**config.mk**
```make
export PLATFORM = sky130hd
export DESIGN_NAME = uart_secded_receiver
export DESIGN_NICKNAME = d
export VERILOG_FILES = /design/src/rtl/uart_secded_pkg.sv /design/src/rtl/secded_13_8_decode.sv /design/src/rtl/uart_secded_receiver.sv
export SDC_FILE = /design/constraint.sdc
export NUM_CORES = 1
export LEC_CHECK = 0
export CORE_MARGIN = 3
export CORE_UTILIZATION = 56
export DETAILED_ROUTE_END_ITERATION = 8
export MAX_ROUTING_LAYER = met4
export PLACE_DENSITY_LB_ADDON = 0.12
export SYNTH_ARGS = -nofsm -noshare
export SYNTH_HDL_FRONTEND = slang
export SYNTH_HIERARCHICAL = 1
export SYNTH_SLANG_ARGS = --single-unit
```
**constraint.sdc**
```tcl
create_clock -name clk -period 3.2 [get_ports clk]
set_input_delay 0.64 -clock clk [delete_from_list [all_inputs] [get_ports clk]]
set_output_delay 0.64 -clock clk [all_outputs]
set_load 0.05 [all_outputs]
```
**src/rtl/uart_secded_pkg.sv**
```systemverilog
// Shared types and constants for the UART SECDED receive path.
// Hamming(12,8) positions are 1-based; codeword bit i-1 holds position i.
package uart_secded_pkg;

    localparam int unsigned CODE_W = 13;
    localparam int unsigned DATA_W = 8;
    localparam int unsigned SYN_W  = 4;
    localparam int unsigned HAM_W  = 12;

    localparam int unsigned PARITY_POS [SYN_W]  = '{1, 2, 4, 8};
    localparam int unsigned DATA_POS   [DATA_W] = '{3, 5, 6, 7, 9, 10, 11, 12};

    typedef enum logic [2:0] {
        ST_IDLE,
        ST_START,
        ST_DATA,
        ST_STOP,
        ST_DECODE
    } state_e;

endpackage

```
**src/rtl/secded_13_8_decode.sv**
```systemverilog
// Combinational Hamming(12,8)+overall-parity decoder: syndrome, correction and status.
// The syndrome is the XOR of the positions of all set bits, so a single flip points at itself.
module secded_13_8_decode
    import uart_secded_pkg::*;
(
    input  logic [CODE_W-1:0] code,
    output logic [DATA_W-1:0] data_c,
    output logic [SYN_W-1:0]  syndrome_c,
    output logic              parity_c,
    output logic              error_detected_c,
    output logic              error_corrected_c,
    output logic              overall_parity_error_c
);

    logic [CODE_W-1:0] corrected;

    always_comb begin
        syndrome_c             = '0;
        parity_c               = ^code;
        corrected              = code;
        error_detected_c       = 1'b0;
        error_corrected_c      = 1'b0;
        overall_parity_error_c = 1'b0;
        data_c                 = '0;

        for (int unsigned pos = 1; pos <= HAM_W; pos++) begin
            if (code[4'(pos - 1)]) begin
                syndrome_c = syndrome_c ^ 4'(pos);
            end
        end

        if (syndrome_c == '0 && !parity_c) begin
            error_detected_c = 1'b0;
        end else if (syndrome_c == '0) begin
            // Only the overall parity bit flipped; Hamming bits are intact.
            error_detected_c       = 1'b1;
            error_corrected_c      = 1'b1;
            overall_parity_error_c = 1'b1;
        end else if (parity_c && syndrome_c <= SYN_W'(HAM_W)) begin
            corrected[syndrome_c - 4'd1] = ~code[syndrome_c - 4'd1];
            error_detected_c             = 1'b1;
            error_corrected_c            = 1'b1;
        end else begin
            error_detected_c = 1'b1;
        end

        for (int unsigned i = 0; i < DATA_W; i++) begin
            data_c[i] = corrected[4'(DATA_POS[i] - 1)];
        end
    end

endmodule

```
**src/rtl/uart_secded_receiver.sv**
```systemverilog
// Oversampling UART receiver for 13-bit SECDED codewords; decodes, corrects and
// writes recovered bytes into a wrapping receive memory.
module uart_secded_receiver
    import uart_secded_pkg::*;
#(
    parameter int unsigned OVERSAMPLE = 16,
    parameter int unsigned ADDR_W     = 4
) (
    input  logic              clk,
    input  logic              rst,
    input  logic              baud_tick,
    input  logic              line,
    output logic [12:0]       data_recorded,
    output logic [7:0]        data_saved_to_memory,
    output logic              data_valid,
    output logic              error_detected,
    output logic              error_corrected,
    output logic              overall_parity_error,
    output logic              framing_error,
    output logic              mem_we,
    output logic [ADDR_W-1:0] mem_addr,
    output logic [7:0]        mem_wdata
);

    localparam int unsigned TICK_W = $clog2(OVERSAMPLE);
    localparam int unsigned BIT_W  = 4;

    state_e              state_q, state_d;
    logic                line_s1_q, line_s1_d;
    logic                line_s2_q, line_s2_d;
    logic [TICK_W-1:0]   tick_cnt_q, tick_cnt_d;
    logic [BIT_W-1:0]    bit_cnt_q, bit_cnt_d;
    logic [CODE_W-1:0]   shift_q, shift_d;

    logic [CODE_W-1:0]   data_recorded_q, data_recorded_d;
    logic [DATA_W-1:0]   data_saved_q, data_saved_d;
    logic                data_valid_q, data_valid_d;
    logic                error_detected_q, error_detected_d;
    logic                error_corrected_q, error_corrected_d;
    logic                overall_parity_error_q, overall_parity_error_d;
    logic                framing_error_q, framing_error_d;
    logic                mem_we_q, mem_we_d;
    logic [ADDR_W-1:0]   mem_addr_q, mem_addr_d;
    logic [DATA_W-1:0]   mem_wdata_q, mem_wdata_d;

    logic [DATA_W-1:0]   dec_data_c;
    logic [SYN_W-1:0]    dec_syndrome_c;
    logic                dec_parity_c;
    logic                dec_err_det_c;
    logic                dec_err_cor_c;
    logic                dec_ope_c;
    logic                write_ok_c;

    secded_13_8_decode u_decode (
        .code                   (shift_q),
        .data_c                 (dec_data_c),
        .syndrome_c             (dec_syndrome_c),
        .parity_c               (dec_parity_c),
        .error_detected_c       (dec_err_det_c),
        .error_corrected_c      (dec_err_cor_c),
        .overall_parity_error_c (dec_ope_c)
    );

    // Clean frames and correctable single errors are stored; everything else is dropped.
    assign write_ok_c = (dec_syndrome_c == '0) ||
                        (dec_parity_c && dec_syndrome_c <= SYN_W'(HAM_W));

    always_comb begin
        state_d                = state_q;
        line_s1_d              = line;
        line_s2_d              = line_s1_q;
        tick_cnt_d             = tick_cnt_q;
        bit_cnt_d              = bit_cnt_q;
        shift_d                = shift_q;
        data_recorded_d        = data_recorded_q;
        data_saved_d           = data_saved_q;
        data_valid_d           = 1'b0;
        error_detected_d       = error_detected_q;
        error_corrected_d      = error_corrected_q;
        overall_parity_error_d = overall_parity_error_q;
        framing_error_d        = framing_error_q;
        mem_we_d               = 1'b0;
        mem_addr_d             = mem_addr_q;
        mem_wdata_d            = mem_wdata_q;

        // Address holds during the write strobe and advances afterwards.
        if (mem_we_q) begin
            mem_addr_d = mem_addr_q + ADDR_W'(1);
        end

        case (state_q)
            ST_IDLE: begin
                if (baud_tick && !line_s2_q) begin
                    state_d    = ST_START;
                    tick_cnt_d = '0;
                end
            end
            ST_START: begin
                if (baud_tick) begin
                    if (tick_cnt_q == TICK_W'(OVERSAMPLE / 2 - 1)) begin
                        tick_cnt_d = '0;
                        bit_cnt_d  = '0;
                        state_d    = line_s2_q ? ST_IDLE : ST_DATA;
                    end else begin
                        tick_cnt_d = tick_cnt_q + TICK_W'(1);
                    end
                end
            end
            ST_DATA: begin
                if (baud_tick) begin
                    if (tick_cnt_q == TICK_W'(OVERSAMPLE - 1)) begin
                        tick_cnt_d          = '0;
                        shift_d[bit_cnt_q]  = line_s2_q;
                        if (bit_cnt_q == BIT_W'(CODE_W - 1)) begin
                            state_d = ST_STOP;
                        end else begin
                            bit_cnt_d = bit_cnt_q + BIT_W'(1);
                        end
                    end else begin
                        tick_cnt_d = tick_cnt_q + TICK_W'(1);
                    end
                end
            end
            ST_STOP: begin
                if (baud_tick) begin
                    if (tick_cnt_q == TICK_W'(OVERSAMPLE - 1)) begin
                        tick_cnt_d = '0;
                        if (line_s2_q) begin
                            state_d = ST_DECODE;
                        end else begin
                            state_d                = ST_IDLE;
                            data_recorded_d        = shift_q;
                            data_valid_d           = 1'b1;
                            error_detected_d       = 1'b1;
                            error_corrected_d      = 1'b0;
                            overall_parity_error_d = 1'b0;
                            framing_error_d        = 1'b1;
                        end
                    end else begin
                        tick_cnt_d = tick_cnt_q + TICK_W'(1);
                    end
                end
            end
            ST_DECODE: begin
                state_d                = ST_IDLE;
                data_recorded_d        = shift_q;
                data_saved_d           = dec_data_c;
                data_valid_d           = 1'b1;
                error_detected_d       = dec_err_det_c;
                error_corrected_d      = dec_err_cor_c;
                overall_parity_error_d = dec_ope_c;
                framing_error_d        = 1'b0;
                if (write_ok_c) begin
                    mem_we_d    = 1'b1;
                    mem_wdata_d = dec_data_c;
                end
            end
            default: begin
                state_d = ST_IDLE;
            end
        endcase
    end

    always_ff @(posedge clk or posedge rst) begin
        if (rst) begin
            state_q                <= ST_IDLE;
            line_s1_q              <= 1'b1;
            line_s2_q              <= 1'b1;
            tick_cnt_q             <= '0;
            bit_cnt_q              <= '0;
            shift_q                <= '0;
            data_recorded_q        <= '0;
            data_saved_q           <= '0;
            data_valid_q           <= 1'b0;
            error_detected_q       <= 1'b0;
            error_corrected_q      <= 1'b0;
            overall_parity_error_q <= 1'b0;
            framing_error_q        <= 1'b0;
            mem_we_q               <= 1'b0;
            mem_addr_q             <= '0;
            mem_wdata_q            <= '0;
        end else begin
            state_q                <= state_d;
            line_s1_q              <= line_s1_d;
            line_s2_q              <= line_s2_d;
            tick_cnt_q             <= tick_cnt_d;
            bit_cnt_q              <= bit_cnt_d;
            shift_q                <= shift_d;
            data_recorded_q        <= data_recorded_d;
            data_saved_q           <= data_saved_d;
            data_valid_q           <= data_valid_d;
            error_detected_q       <= error_detected_d;
            error_corrected_q      <= error_corrected_d;
            overall_parity_error_q <= overall_parity_error_d;
            framing_error_q        <= framing_error_d;
            mem_we_q               <= mem_we_d;
            mem_addr_q             <= mem_addr_d;
            mem_wdata_q            <= mem_wdata_d;
        end
    end

    assign data_recorded        = data_recorded_q;
    assign data_saved_to_memory = data_saved_q;
    assign data_valid           = data_valid_q;
    assign error_detected       = error_detected_q;
    assign error_corrected      = error_corrected_q;
    assign overall_parity_error = overall_parity_error_q;
    assign framing_error        = framing_error_q;
    assign mem_we               = mem_we_q;
    assign mem_addr             = mem_addr_q;
    assign mem_wdata            = mem_wdata_q;

endmodule

```
# Yosys cells after proc, flatten, opt, wreduce, memory -nomap -nowiden
# Cells that the tools add are included.
# word_totals
in_bits	4
out_inout_bits	39
word_cells	148
reg_bits	65
# op_classes
bitwise	12
n_reduce_logical	21
eq_ne	18
mux	72
magnitude_cmp	5
addsub	4
# op_table
cell	count
$mux 4	15
$mux 13	3
$mux 3	13
$mux 12	3
$bwmux 13	2
$pmux 13 s2	1
$mux 1	21
$ne 2x2->1 const B	10
$reduce_xor 13->1	1
$add 4x1->4 const B	3
$not 2->2	6
$pmux 3 s4	1
$pmux 4 s3	1
$lt 4x5->1 const B	2
$pmux 1 s2	5
$demux 1 s4	2
$eq 4x4->1 const B	2
$ge 4x1->1 const B	2
$pmux 4 s2	1
$reduce_and 4->1	2
$reduce_and 8->1	1
$eq 3x2->1 const B	2
$mux 2	3
$not 3->3	2
20 further kinds	28

# Depth between registers and ports, before layout
# depth
ltp_word	29
depth_mapped	11

# Hierarchy
# Netlist, hierarchy kept.
# modules_own_cells
mod	area_per_inst_um2	instances	cells_each
uart_secded_receiver	2929.1	1	224
secded_13_8_decode	651.9	1	76

# Worst setup path after synthesis
# OpenSTA, ideal clock, no wires.
# synth_path
kind	register -> register
start	reg shift_q[2]
end	reg mem_wdata_q[6], in the netlist mem_wdata[6]
arrival_ns	2.557
path_stages_with_launch	11
setup_ns	0.125
setup_slack_ns	0.518
required_time_ns	3.075
path_buffers	0
cell_sequence	dfrtp_1 xnor2_1 xor2_2 xnor2_4 ha_1 a21oi_1 nor3b_1 a311oi_1 o21a_1 mux2_2 mux2_2
# synth_between
elab_chain_cells	23
# synth_lines
element	line	text
start: declaration	uart_secded_receiver.sv:33	logic [CODE_W-1:0] shift_q, shift_d;
start signal: assignment	uart_secded_receiver.sv:188	shift_q <= shift_d;
$mux 2	secded_13_8_decode.sv:27	if (code[4'(pos - 1)]) begin
$mux 3	secded_13_8_decode.sv:27	
$not 2->2 (no source line) / $mux 3 (equally long branches)	-	
$mux 3 / $not 2->2 (equally long branches)	-	
$mux 3	secded_13_8_decode.sv:27	
$not 3->3 (no source line)	-	
$mux 3	secded_13_8_decode.sv:27	
$mux 4	secded_13_8_decode.sv:27	
[8 not listed]	-	
$logic_and 1x1->1 (implied by the code)	secded_13_8_decode.sv:40	corrected[syndrome_c - 4'd1] = ~code[syndrome_c - 4'd1];
$mux 1 (implied by the code)	secded_13_8_decode.sv:40	
$demux 1 s4	-	
$bwmux 13	secded_13_8_decode.sv:40	
$mux 12	secded_13_8_decode.sv:39	end else if (parity_c && syndrome_c <= SYN_W'(HAM_W)) begin
$mux 12	secded_13_8_decode.sv:34	end else if (syndrome_c == '0) begin
$mux 12 (*)	secded_13_8_decode.sv:32	if (syndrome_c == '0 && !parity_c) begin
via dec_data_c[6]	uart_secded_receiver.sv:46	logic [DATA_W-1:0] dec_data_c;
end signal: assignment	uart_secded_receiver.sv:198	mem_wdata_q <= mem_wdata_d;
end: declaration	uart_secded_receiver.sv:44	logic [DATA_W-1:0] mem_wdata_q, mem_wdata_d;
# Mark *: on every way through the listed nets, which the timed path passes. The rest lies on a longest branch. The select of a mux whose other input is x is not followed.
# A chain may end at the register's enable or synchronous reset.

# Worst setup path after layout
# layout_path
start	reg shift_q[6]
end	reg mem_wdata_q[7], in the netlist mem_wdata[7]
# layout_between
elab_chain_cells	17
# layout_lines
element	line
$mux 3	secded_13_8_decode.sv:27
$mux 4	secded_13_8_decode.sv:27
$not 2->2 (no source line) / $mux 4 (equally long branches)	-
$mux 4 / $not 2->2 (equally long branches)	-
$mux 4	secded_13_8_decode.sv:27
$not 3->3 (no source line)	-
$mux 4 (2 in series)	secded_13_8_decode.sv:27
$sub 4x1->4	secded_13_8_decode.sv:40
$lt 4x5->1 (implied by the code) / $ge 4x1->1 (equally long branches)	secded_13_8_decode.sv:40
$logic_and 1x1->1 (implied by the code)	secded_13_8_decode.sv:40
$mux 1 (implied by the code)	secded_13_8_decode.sv:40
$demux 1 s4	-
$bwmux 13	secded_13_8_decode.sv:40
$mux 12	secded_13_8_decode.sv:39
$mux 12	secded_13_8_decode.sv:34
$mux 12 (*)	secded_13_8_decode.sv:32
via dec_data_c[7]	uart_secded_receiver.sv:46
# Marks and branches as above.

==> results.cfg <==
[global_routing]
grt_max_degree = 32
met3_usage_pct = 5.187
use_met2_pct = 36.79
grt.overflow.total = 0
first_global_vias = 2581
antenna_found_initial = 0
grt_pass1_wl_mm = 12.83
met1_usage_pct = 28.65
busiest_layer = met2
track_usage_pct = 22.85

[route]
wl_per_cell_um = 17.40
vias_per_cell = 5.690
post-route-drc-count = 0
dr.pass1.iters = 4
via_count = 2441
wl_mm = 7.463
drtIter0Drc = 130
final_antenna_net_count = 0

[synth]
synthTopCellsByArea = dfrtp_1 (44%), mux2_2 (9.1%), mux2_1 (5.0%), xnor2_1 (3.7%), ha_1 (2.8%)
netlist_instances = 300
ys_seq_elements = 65
synthMuxAreaShare_pct = 18.20
syn-num-nets = 312
synth_top_area_share_pct = 44.03
netlist.top_cell.by_area = dfrtp_1
synth_warnings = 6
yosys.area_share.xor_xnor_pct = 8.630
synth_area_per_cell_um2 = 11.94
ys_seq_area_share_pct = 45.49
yosys.area_share.simple_pct = 13.14
yosysUniqueCellTypes = 62
synth_edf_count = 0
synth-compound-area-share_pct = 8.001
synthAdderAreaFrac_pct = 2.795
synth_top_flop_cell = dfrtp_1
synth_top_family_by_area = multiplexers
synthArstFlopShare_pct = 100.0
syn_area_um2 = 3581

[clock_network]
postCtsHoldBufs = 0
clockRootBuffer = clkbuf_8
cts_resized = 0
path_clk_slew_ps = 70
cts_setup_buffers = 0
cts_made_buffers = 9
clk_path_buf_depth = 2
insertion_delay_ps = 340
cts_tree = built
cts_sinks = 65
cts_max_level = 3

[placed_design]
gp_congestion = 0.8561
place_area_um2 = 4080
portBuffers = 42
dp_hpwl_mm = 5.522

[sta]
rsz0062_at_grt = false
fmax_ghz = 0.3375
fin_crit_ps = 2963
finClkSkew_ps = 3.463
relSlewSlack_pct = 57.88
slew_violations = 0
setup_violations = 0
finalCritPeriodShare_pct = 92.60
tightest_slew_ps = 630.8
setup_tns_ps = 0
hold_violations = 0

[floorplan]
die_h_um = 85.97
num_io_pins = 43
die-area_um2 = 7390
start_util_pct = 59.08
rows = 28
fp.dieW_um = 85.97
core_um2 = 6061

[worst_setup_path]
arrival_ps = 3190
crit_type = reg2reg
reg2regPathDepth = 10
required_ps = 3420
r2r-end = mem_wdata[7]
crit_path_start_kind = flip-flop
reg2reg_slack_ps = 240
crit_fanout = 6
regToRegStartpoint = shift_q[6]
endpoint_kind = flip-flop

[min_path]
hp-class = reg2reg
hold_start = line_s1_q
hold_path_depth = 0
min_to = line_s2_q

[flow_run]
max-cap-violations = 0

[final_layout]
drive_gt1_share_pct = 22.03
finalInstanceArea_um2 = 4298
final_cell_mix = dfrtp_1 (63), clkdlybuf4s50_1 (42), mux2_2 (29)
nFillCells = 459
layout.nets = 361
diodes = 0
layout_commonest_cell = dfrtp_1
area_growth_pct = 20.02

[power]
power_density_nw_per_um2 = 560.5
power.leakage_nw = 1.960
peakVddDrop_mv = 0.4787

[outcome]
status = finished clean
registers in the layout, indices dropped and copies added (netlist names):
register              cells
line_s1_q                 1
mem_wdata                 8
bit_cnt_q                 4
overall_parity_error      1
line_s2_q                 1
mem_we                    1
data_recorded            13
data_valid                1
shift_q                  13
error_detected            1
data_saved_to_memory      8
framing_error             1
error_corrected           1
tick_cnt_q                4
mem_addr                  4
state_q                   3
synthesized netlist by cell type (6+ instances only):
cell	count
mux2_2	29
nand3_1	6
o21ai_0	6
ha_1	8
xnor2_1	15
xor2_1	6
nand2_1	18
dfrtp_1	63
nand2b_1	6
mux2_1	16
nor2_1	13
inv_1	15
how the worst max path moves through the flow:
stage / to / start / slack [ps] / cells after the start
after global routing: mem_wdata[7] / shift_q[6] / 70 / 10
final: mem_wdata[7] / shift_q[6] / 240 / 10
after global placement: mem_wdata[7] / shift_q[6] / 380 / 10
after CTS: mem_wdata[7] / shift_q[6] / 220 / 10
after detailed placement: mem_wdata[7] / shift_q[6] / 240 / 10
after floorplan: mem_wdata[6] / shift_q[2] / 520 / 10
power breakdown:
part           switching (mW)  internal, mW  leakage (nW)
clock                   0.323         0.438         0.106
combinational           0.370         0.242         0.973
sequential              0.135         0.900         0.882
total                   0.828          1.58          1.96
logic make-up (layout without fill, tap and decap cells):
group,Yosys count,in the layout
flops,65,65
mux,55,55
compound gates,38,38
simple gates,78,78
xor+xnor,28,28
buf+inv,28,82
fa+ha+maj,8,8
per-stage QoR:
step / instances / total power, mW / utilization, % / setup WS (ps) / hold WS (ps)
4_1_cts: 429 / 2.436 / 70.91 / 222.4 / 359.9
6_report: 429 / 2.409 / 70.91 / 236.9 / 358.2
2_1_floorplan: 300 / 1.526 / - / 518.3 / 345.2
3_3_place_gp: 413 / 1.650 / 67.32 / 384.5 / 346.2
5_1_grt: 429 / 2.554 / 70.91 / 74.14 / 361.9
3_5_place_dp: 413 / 1.670 / 67.32 / 240.8 / 349.1
cell type report:
type / instances / area [um^2] / share of cell area (%)
clock inverters: 7 / 93.84 / 2.183
inverters: 17 / 66.31 / 1.543
flip-flops and latches: 65 / 1629 / 37.90
repair buffers: 49 / 473.0 / 11.00
well taps: 75 / 93.84 / 2.183
multi-input cells: 207 / 1818 / 42.30
clock buffers: 9 / 123.9 / 2.882
critical path, stage by stage, from the launching register on:
cell and delay, ps:
dfrtp_1 470, xnor2_2 330, xor2_2 380, xnor2_4 150
ha_1 420, a21oi_1 100, nor3b_1 200, a311oi_1 70
o21a_1 170, mux2_2 290, mux2_2 270
routing by layer:
layer | up-vias | part of all wire (%)
met5 | - | 0
met4 | 0 | 1.4
met3 | 10 | 2.7
met2 | 34 | 51
met1 | 1221 | 45
li1 | 1176 | -
(Power assumes the default switching activity.)
